===== config.mk =====
export PLATFORM = sky130hd
export DESIGN_NAME = uart_ctrl
export DESIGN_NICKNAME = d
export VERILOG_FILES = /design/src/rtl/uart_ctrl.sv
export SDC_FILE = /design/constraint.sdc
export NUM_CORES = 1
export LEC_CHECK = 0
export ABC_AREA = 1
export CORE_MARGIN = 1.5
export CORE_UTILIZATION = 55
export DETAILED_ROUTE_END_ITERATION = 12
export PLACE_DENSITY = 0.89
export SLEW_MARGIN = 20
export SYNTH_ARGS = -nofsm -noshare
export SYNTH_HDL_FRONTEND = slang
export SYNTH_SLANG_ARGS = --single-unit

===== constraint.sdc =====
create_clock -name clk -period 2.2 [get_ports clk]
set_input_delay 0.44 -clock clk [delete_from_list [all_inputs] [get_ports clk]]
set_output_delay 0.44 -clock clk [all_outputs]
set_load 0.005 [all_outputs]

===== src/rtl/uart_ctrl.sv =====
// uart_ctrl: CPU-side register block, TX FIFO and begin/busy sequencer for an 8N1 UART core.
// Optional interrupt output enabled by defining UART_CTRL_IRQ_EN (irq tied low otherwise).
module uart_ctrl #(
  parameter int unsigned TX_DEPTH_LOG2 = 2,
  parameter int unsigned BUSY_TIMEOUT  = 15
) (
  input  logic       clk,
  input  logic       reset,
  input  logic [1:0] addr,
  input  logic       we,
  input  logic       re,
  input  logic [7:0] wdata,
  output logic [7:0] rdata,
  output logic       uart_tx_en,
  output logic       uart_rx_en,
  output logic       uart_begin,
  output logic [7:0] uart_tx_data,
  input  logic       uart_busy,
  input  logic [7:0] uart_rx_data,
  input  logic       uart_rx_done,
  output logic       irq
);

  localparam int unsigned DEPTH = 1 << TX_DEPTH_LOG2;
  localparam int unsigned AW    = TX_DEPTH_LOG2;
  localparam int unsigned PTR_W = TX_DEPTH_LOG2 + 1;
  localparam int unsigned TO_W  = 8;

  localparam logic [1:0] A_DATA   = 2'd0;
  localparam logic [1:0] A_STATUS = 2'd1;
  localparam logic [1:0] A_CTRL   = 2'd2;

  localparam logic [2:0] S_IDLE      = 3'd0;
  localparam logic [2:0] S_LOAD      = 3'd1;
  localparam logic [2:0] S_START     = 3'd2;
  localparam logic [2:0] S_WAIT_BUSY = 3'd3;
  localparam logic [2:0] S_WAIT_DONE = 3'd4;

  logic [3:0]       r_ctrl;
  logic [7:0]       r_mem [DEPTH];
  logic [PTR_W-1:0] r_wr_ptr;
  logic [PTR_W-1:0] r_rd_ptr;
  logic [2:0]       r_state;
  logic [2:0]       w_state_nxt;
  logic [TO_W-1:0]  r_to_cnt;
  logic [7:0]       r_tx_data;
  logic             r_begin;
  logic [7:0]       r_rx_byte;
  logic             r_rx_valid;
  logic             r_overrun;
  logic             r_rx_done_q;
  logic [7:0]       r_rdata;
  logic [7:0]       w_rd_val;
  logic [7:0]       w_status;
  logic             w_empty;
  logic             w_full;
  logic             w_pop;
  logic             w_push;
  logic             w_data_rd;
  logic             w_rx_edge;
  logic             w_tx_active;

  assign w_empty     = (r_wr_ptr == r_rd_ptr);
  assign w_full      = (r_wr_ptr[PTR_W-1] != r_rd_ptr[PTR_W-1]) &&
                       (r_wr_ptr[AW-1:0] == r_rd_ptr[AW-1:0]);
  assign w_tx_active = (r_state != S_IDLE);
  assign w_pop       = (r_state == S_IDLE) && !w_empty && r_ctrl[0];
  // A push into a full FIFO is still accepted when the head leaves in the same cycle
  assign w_push      = we && (addr == A_DATA) && (!w_full || w_pop);
  assign w_data_rd   = re && (addr == A_DATA);
  assign w_rx_edge   = uart_rx_done && !r_rx_done_q && r_ctrl[1];
  assign w_status    = {3'b000, w_tx_active, r_overrun, r_rx_valid, w_empty, w_full};

  assign rdata        = r_rdata;
  assign uart_tx_en   = r_ctrl[0];
  assign uart_rx_en   = r_ctrl[1];
  assign uart_begin   = r_begin;
  assign uart_tx_data = r_tx_data;

  // TX sequencer next-state
  always_comb begin
    w_state_nxt = r_state;
    case (r_state)
      S_IDLE:      if (w_pop) w_state_nxt = S_LOAD;
      S_LOAD:      w_state_nxt = S_START;
      S_START:     w_state_nxt = S_WAIT_BUSY;
      S_WAIT_BUSY: begin
        if (uart_busy)                                  w_state_nxt = S_WAIT_DONE;
        else if (r_to_cnt == TO_W'(BUSY_TIMEOUT - 1))   w_state_nxt = S_IDLE;
      end
      S_WAIT_DONE: if (!uart_busy) w_state_nxt = S_IDLE;
      default:     w_state_nxt = S_IDLE;
    endcase
  end

  always_ff @(posedge clk) begin
    if (reset) begin
      r_state   <= S_IDLE;
      r_to_cnt  <= '0;
      r_begin   <= 1'b0;
      r_tx_data <= 8'h00;
    end else begin
      r_state   <= w_state_nxt;
      r_to_cnt  <= (r_state == S_WAIT_BUSY) ? r_to_cnt + TO_W'(1) : '0;
      r_begin   <= (w_state_nxt == S_START);
      if (w_pop) r_tx_data <= r_mem[r_rd_ptr[AW-1:0]];
    end
  end

  // TX FIFO storage and pointers
  always_ff @(posedge clk) begin
    if (!reset && w_push) r_mem[r_wr_ptr[AW-1:0]] <= wdata;
  end

  always_ff @(posedge clk) begin
    if (reset) begin
      r_wr_ptr <= '0;
      r_rd_ptr <= '0;
    end else begin
      if (w_push) r_wr_ptr <= r_wr_ptr + PTR_W'(1);
      if (w_pop)  r_rd_ptr <= r_rd_ptr + PTR_W'(1);
    end
  end

  // RX holding register; a new byte beats a simultaneous read-clear
  always_ff @(posedge clk) begin
    if (reset) begin
      r_rx_done_q <= 1'b0;
      r_rx_byte   <= 8'h00;
      r_rx_valid  <= 1'b0;
      r_overrun   <= 1'b0;
    end else begin
      r_rx_done_q <= uart_rx_done;
      if (w_rx_edge) begin
        r_rx_byte  <= uart_rx_data;
        r_rx_valid <= 1'b1;
      end else if (w_data_rd) begin
        r_rx_valid <= 1'b0;
      end
      if (w_rx_edge && r_rx_valid && !w_data_rd) r_overrun <= 1'b1;
      else if (we && (addr == A_STATUS) && wdata[3]) r_overrun <= 1'b0;
    end
  end

  always_comb begin
    w_rd_val = 8'h00;
    case (addr)
      A_DATA:   w_rd_val = r_rx_byte;
      A_STATUS: w_rd_val = w_status;
      A_CTRL:   w_rd_val = {4'b0000, r_ctrl};
      default:  w_rd_val = 8'h00;
    endcase
  end

  always_ff @(posedge clk) begin
    if (reset) begin
      r_ctrl  <= 4'h0;
      r_rdata <= 8'h00;
    end else begin
      if (re) r_rdata <= w_rd_val;
      if (we && (addr == A_CTRL)) r_ctrl <= wdata[3:0];
    end
  end

`ifdef UART_CTRL_IRQ_EN
  logic r_irq;

  always_ff @(posedge clk) begin
    if (reset) r_irq <= 1'b0;
    else       r_irq <= (r_ctrl[2] & r_rx_valid) | (r_ctrl[3] & w_empty & ~w_tx_active);
  end

  assign irq = r_irq;
`else
  assign irq = 1'b0;
`endif

endmodule


# Word level (Yosys, flattened, before mapping)
# Memory sizes are Yosys's and may differ from the RTL's. A register that Yosys moved wholly into a read port is not among the register bits.
# Cells that the tools add are included.
[word_totals] input_bits=24 out_inout_bits=20 memories=1 ramBits=32 regBits=41 wordCells=65
[op_classes] add_sub_neg=3 n_mux=12 bitwise=1 n_eq_ne=11 reduce_logical=26
[memory_table] name="r_mem" depth=4 width=8 read_ports=1 rd_clocked_by_memory_dff=1 write_ports=1 line_no="40" source="logic [7:0] r_mem [DEPTH];"
[op_table] operator="$pmux 8 s3" count=1
[op_table] operator="$pmux 3 s5" count=1
[op_table] operator="$logic_and 1x1->1" count=14
[op_table] operator="$mux 3" count=4
[op_table] operator="$eq 3x2->1 const B" count=3
[op_table] operator="$add 8x1->8 const B" count=1
[op_table] operator="$eq 8x4->1 const B" count=1
[op_table] operator="$add 3x1->3 const B" count=2
[op_table] operator="$mux 1" count=6
[op_table] operator="$logic_not 1->1" count=5
[op_table] operator="$reduce_bool 2->1" count=2
[op_table] operator="$eq 3x1->1 const B" count=1
[op_table] operator="$eq 3x3->1" count=1
[op_table] operator="$eq 3x3->1 const B" count=1
[op_table] operator="$logic_not 3->1" count=1
[op_table] operator="$reduce_bool 3->1" count=1
[op_table] operator="$eq 2x1->1 const B" count=1
[op_table] operator="$eq 2x2->1" count=1
[op_table] operator="$eq 2x2->1 const B" count=1
[op_table] operator="$logic_not 2->1" count=1
[op_table] operator="$reduce_or 2->1" count=1
[op_table] operator="$logic_or 1x1->1" count=1
[op_table] operator="$ne 1x1->1" count=1
[op_table] operator="$not 1->1" count=1

# Logic depth before layout (Yosys ltp)
[depth] depth_word=9 mapped_depth=9 mapped_depth_nobuf=8

# Least setup slack after synthesis
# No wires, ideal clock.
[synth_path] path_type="input port to flip-flop" startpoint="input addr[1]" endpoint="memory r_mem[3][0], enable pin" n_path_buf=0 setup_ns=0.385 path_slack_ns=0.216 stages=5 arrival_ns=1.599 required_ns=1.815 cell_sequence="nor2_4 -> inv_2 -> nor2_2 -> nand2_2 -> nor3b_1"
[synth_via] elab_chain_cells=6
[synth_lines] element="start: declaration" line_no="9" source="input logic [1:0] addr,"
[synth_lines] element="$logic_not 2->1" line_no="69" source="assign w_push = we && (addr == A_DATA) && (!w_full || w_pop);"
[synth_lines] element="$logic_and 1x1->1 (2 in a row)" line_no="69"
[synth_lines] element="$logic_and 1x1->1" line_no="112" source="if (!reset && w_push) r_mem[r_wr_ptr[AW-1:0]] <= wdata;"
[synth_lines] element="$mux 1" line_no="112"
[synth_lines] element="$mux 1 (implied by the code)" line_no="112"
[synth_lines] element="end: declaration" line_no="40"
# No other way between the ends.

# Worst setup path in the final report
[layout_path] startpoint="register r_rd_ptr[1]" endpoint="memory r_mem[0][6], enable pin"
[layout_via] elab_chain_cells=9 elab_cells_between_ends=12 classes_between="eq/ne: 2; mux: 2; reduce/logical: 8"
[layout_lines] element="start: declaration" line_no="42" source="logic [PTR_W-1:0] r_rd_ptr;"
[layout_lines] element="start signal: assignment" line_no="121" source="if (w_pop) r_rd_ptr <= r_rd_ptr + PTR_W'(1);"
[layout_lines] element="$eq 3x3->1" line_no="63" source="assign w_empty = (r_wr_ptr == r_rd_ptr);"
[layout_lines] element="$logic_not 1->1" line_no="67" source="assign w_pop = (r_state == S_IDLE) && !w_empty && r_ctrl[0];"
[layout_lines] element="$logic_and 1x1->1 (2 in a row)" line_no="67"
[layout_lines] element="$logic_or 1x1->1 (*)" line_no="69"
[layout_lines] element="$logic_and 1x1->1 (*)" line_no="69"
[layout_lines] element="$logic_and 1x1->1 (*)" line_no="112"
[layout_lines] element="$mux 1 (*)" line_no="112"
[layout_lines] element="$mux 1 (implied by the code) (*)" line_no="112"
# Every way passes the cells marked *; elsewhere a longest branch is shown, timed or not.

==> flow_metrics.tcl <==
set metrics [dict create \
    run_status "completed" \
    crit_arrival_ns 1.92 \
    setup_viol 0 \
    fin_hold_ws_ns 0.468 \
    finalCritPeriodShare 0.848 \
    yosysMostFrequentCell "nand2_1" \
    crit_type "reg2reg" \
    fp.coreArea_sq_um 5960 \
    finalPower_mw 2.87 \
    powerDensity_nw_per_um2 692 \
    hp-start "rdata[6]$_SDFFE_PP0P_" \
    vias 2789 \
    die-height_um 81.8 \
    drv_cap 0 \
    routed_wl_mm 7.75 \
    synth.avg_cell_area_sq_um 9.35 \
    synth_area_leaders "dfxtp_1, edfxtp_1, nand2_1" \
    clk_pin_slew_ns 0.08 \
    track_usage 0.249 \
    clock_sinks 81 \
    cts_tree "built" \
    ant_nets 0 \
    ir_drop_uv 482 \
    start_kind "register" \
    mappedNetlistNets 396 \
    async_reset_ff_frac 0 \
    required_ns 2.26 \
    dp_hpwl_mm 5.00 \
    holdPathEnd "rdata[6]$_SDFFE_PP0P_" \
    firstDrtPassIters 5 \
    synth_top_area_cell "dfxtp_1" \
    cts_root_buffer "clkbuf_8" \
    die_width_um 81.8 \
    grt_pass1_wl_mm 12.1 \
    cts_hold_buf 0 \
    cts_resized 0 \
    start_util 0.573 \
    ys.flop_type "dfxtp_1" \
    nets 449 \
    ios 44 \
    hold_viol_final 0 \
    synth_cells 365 \
    reg2reg_from "r_rd_ptr[1]$_SDFFE_PP0P_" \
    gp_congestion 0.819 \
    antenna_found_initial 0 \
    holdPathStages 2 \
    cp-end-kind "register" \
    placement.io_buffers 42 \
    r2r_setup_slack_ns 0.33 \
    slew_viol_final 0 \
    drt_iter0_drc 272 \
    rsz0062_at_grt "false" \
    cts_max_level 3 \
    drc 0 \
    worst-r2r-cell-count 7 \
    clkLatencyLatePin_ns 0.36 \
    cellLeakagePower_nw 1.51 \
    hold_class "reg2reg" \
    fin_setup_tns_ns 0 \
    area_growth_pct 21.6 \
    period_minus_slack_ns 1.87 \
    yosysTopAreaCellShare 0.287 \
    grt-ovfl-total 0 \
    via_per_inst 5.60 \
    ys_ff_latch 81 \
    synth-seq-area-share 0.569 \
    fmax_mhz 536 \
    r2r-end "r_mem[0][6]$_DFFE_PP_" \
    synth_area_sq_um 3410 \
    grt_max_degree 23 \
    post_synth_num_cell_types 35 \
    postCtsSetupRepairBufs 0 \
    wire_per_inst_um 15.6 \
    die_area_sq_um 6690 \
    rows 28 \
    drive_gt1_frac 0.149 \
    skew_ns 0.0121 \
    cts_buffers 9 \
    synth_edf_count 32 \
    ys_warn_count 0 \
    crit_fanout 11 \
    grt_pass1_vias 2553 \
    synth_common_cells "nand2_1, dfxtp_1, nor2_1" \
    cts_buffer_depth 2 \
    diodes 0 \
]
-- stage by stage --
stage	setup WS [ns]	std cells	instance area [sq um]	util
after floorplan	0.216	365	3410	-
after global placement	0.168	482	3940	0.662
after detailed placement	0.106	482	3940	0.662
after CTS	0.361	498	4150	0.697
after global routing	0.223	498	4150	0.697
final	0.335	498	4150	0.697
-- critical path: stages, from the launching register on --
cell and delay [ns]:
dfxtp_1 0.56, inv_4 0.11, nand2_2 0.11, nand2_4 0.07, nand4_2 0.15, nand2_2 0.14
nor3b_1 0.21, buf_4 0.21
-- cells by family (layout without fill, tap and decap cells) --
logic type	count (synthesis)	after routing	share of synthesized area
and+or+nand+nor	144	144	0.202
AOI/OAI and AO/OA	86	86	0.138
DFF	81	81	0.569
buffers and inverters	44	102	0.0594
adders and majority gates	7	7	0.0257
xor gates and xnor gates	2	2	0.00513
other	1	1	0.00110
-- area by class of cell --
| class | instances | area [sq um] |
|---|---|---|
| timing repair buffer | 54 | 510 |
| clock buffer | 11 | 174 |
| fill | 440 | 1810 |
| inverter | 32 | 128 |
| clock inverter | 5 | 33.8 |
| sequential | 81 | 1940 |
| tap | 75 | 93.8 |
| multi-input combinational | 240 | 1270 |
-- per-layer routing --
metal  up-vias  part of all wire  global-route usage
met3        26             0.078              0.0589
met1      1283              0.43               0.335
li1       1337                 -                   -
met5         -                 0                   0
met2       143              0.46               0.369
met4         0             0.027               0.139
-- cell usage in the layout, fill, tap and decap left out, types with 2 or more instances in the layout --
cell,n
dfxtp_1,49
o21ai_2,7
buf_4,12
inv_2,6
clkbuf_8,9
edfxtp_1,32
nand2_1,50
ha_1,7
nand2_4,3
clkdlybuf4s50_1,42
o22ai_1,8
nor3b_1,6
a21oi_1,35
nand2_2,4
o21ai_1,9
nor2_2,10
clkinv_4,2
clkbuf_16,2
nand4_1,2
nor3_1,2
clkinv_2,2
o21ai_0,25
nand3_1,22
inv_4,2
nor2_1,41
inv_1,23
-- power breakdown --
part,switching (mW),internal [mW],leakage (nW)
clock network,0.552,0.548,0.110
logic,0.104,0.0833,0.720
registers,0.0114,1.57,0.684
total,0.668,2.21,1.51
-- worst max path at each step --
stage	from	endpoint	slack, ns	depth (start not counted)
3_5_place_dp	addr[1]	r_mem[1][5]$_DFFE_PP_	0.11	7
3_3_place_gp	addr[1]	r_mem[1][4]$_DFFE_PP_	0.17	7
2_1_floorplan	addr[1]	r_mem[3][0]$_DFFE_PP_	0.22	5
4_1_cts	r_rd_ptr[1]$_SDFFE_PP0P_	r_mem[0][6]$_DFFE_PP_	0.36	7
5_1_grt	r_rd_ptr[1]$_SDFFE_PP0P_	r_mem[0][6]$_DFFE_PP_	0.22	7
6_report	r_rd_ptr[1]$_SDFFE_PP0P_	r_mem[0][6]$_DFFE_PP_	0.33	7
-- sequential cells by signal, summed over array words and instances, names as in the netlist --
| name | count |
|---|---|
| uart_tx_data | 8 |
| r_wr_ptr | 3 |
| r_mem | 32 |
| uart_begin | 1 |
| rdata | 8 |
| r_ctrl | 4 |
| r_to_cnt | 8 |
| r_rx_valid | 1 |
| r_rx_done_q | 1 |
| r_rx_byte | 8 |
| r_overrun | 1 |
| r_rd_ptr | 3 |
| r_state | 3 |
Note: power is estimated with default switching activity, not from simulation.
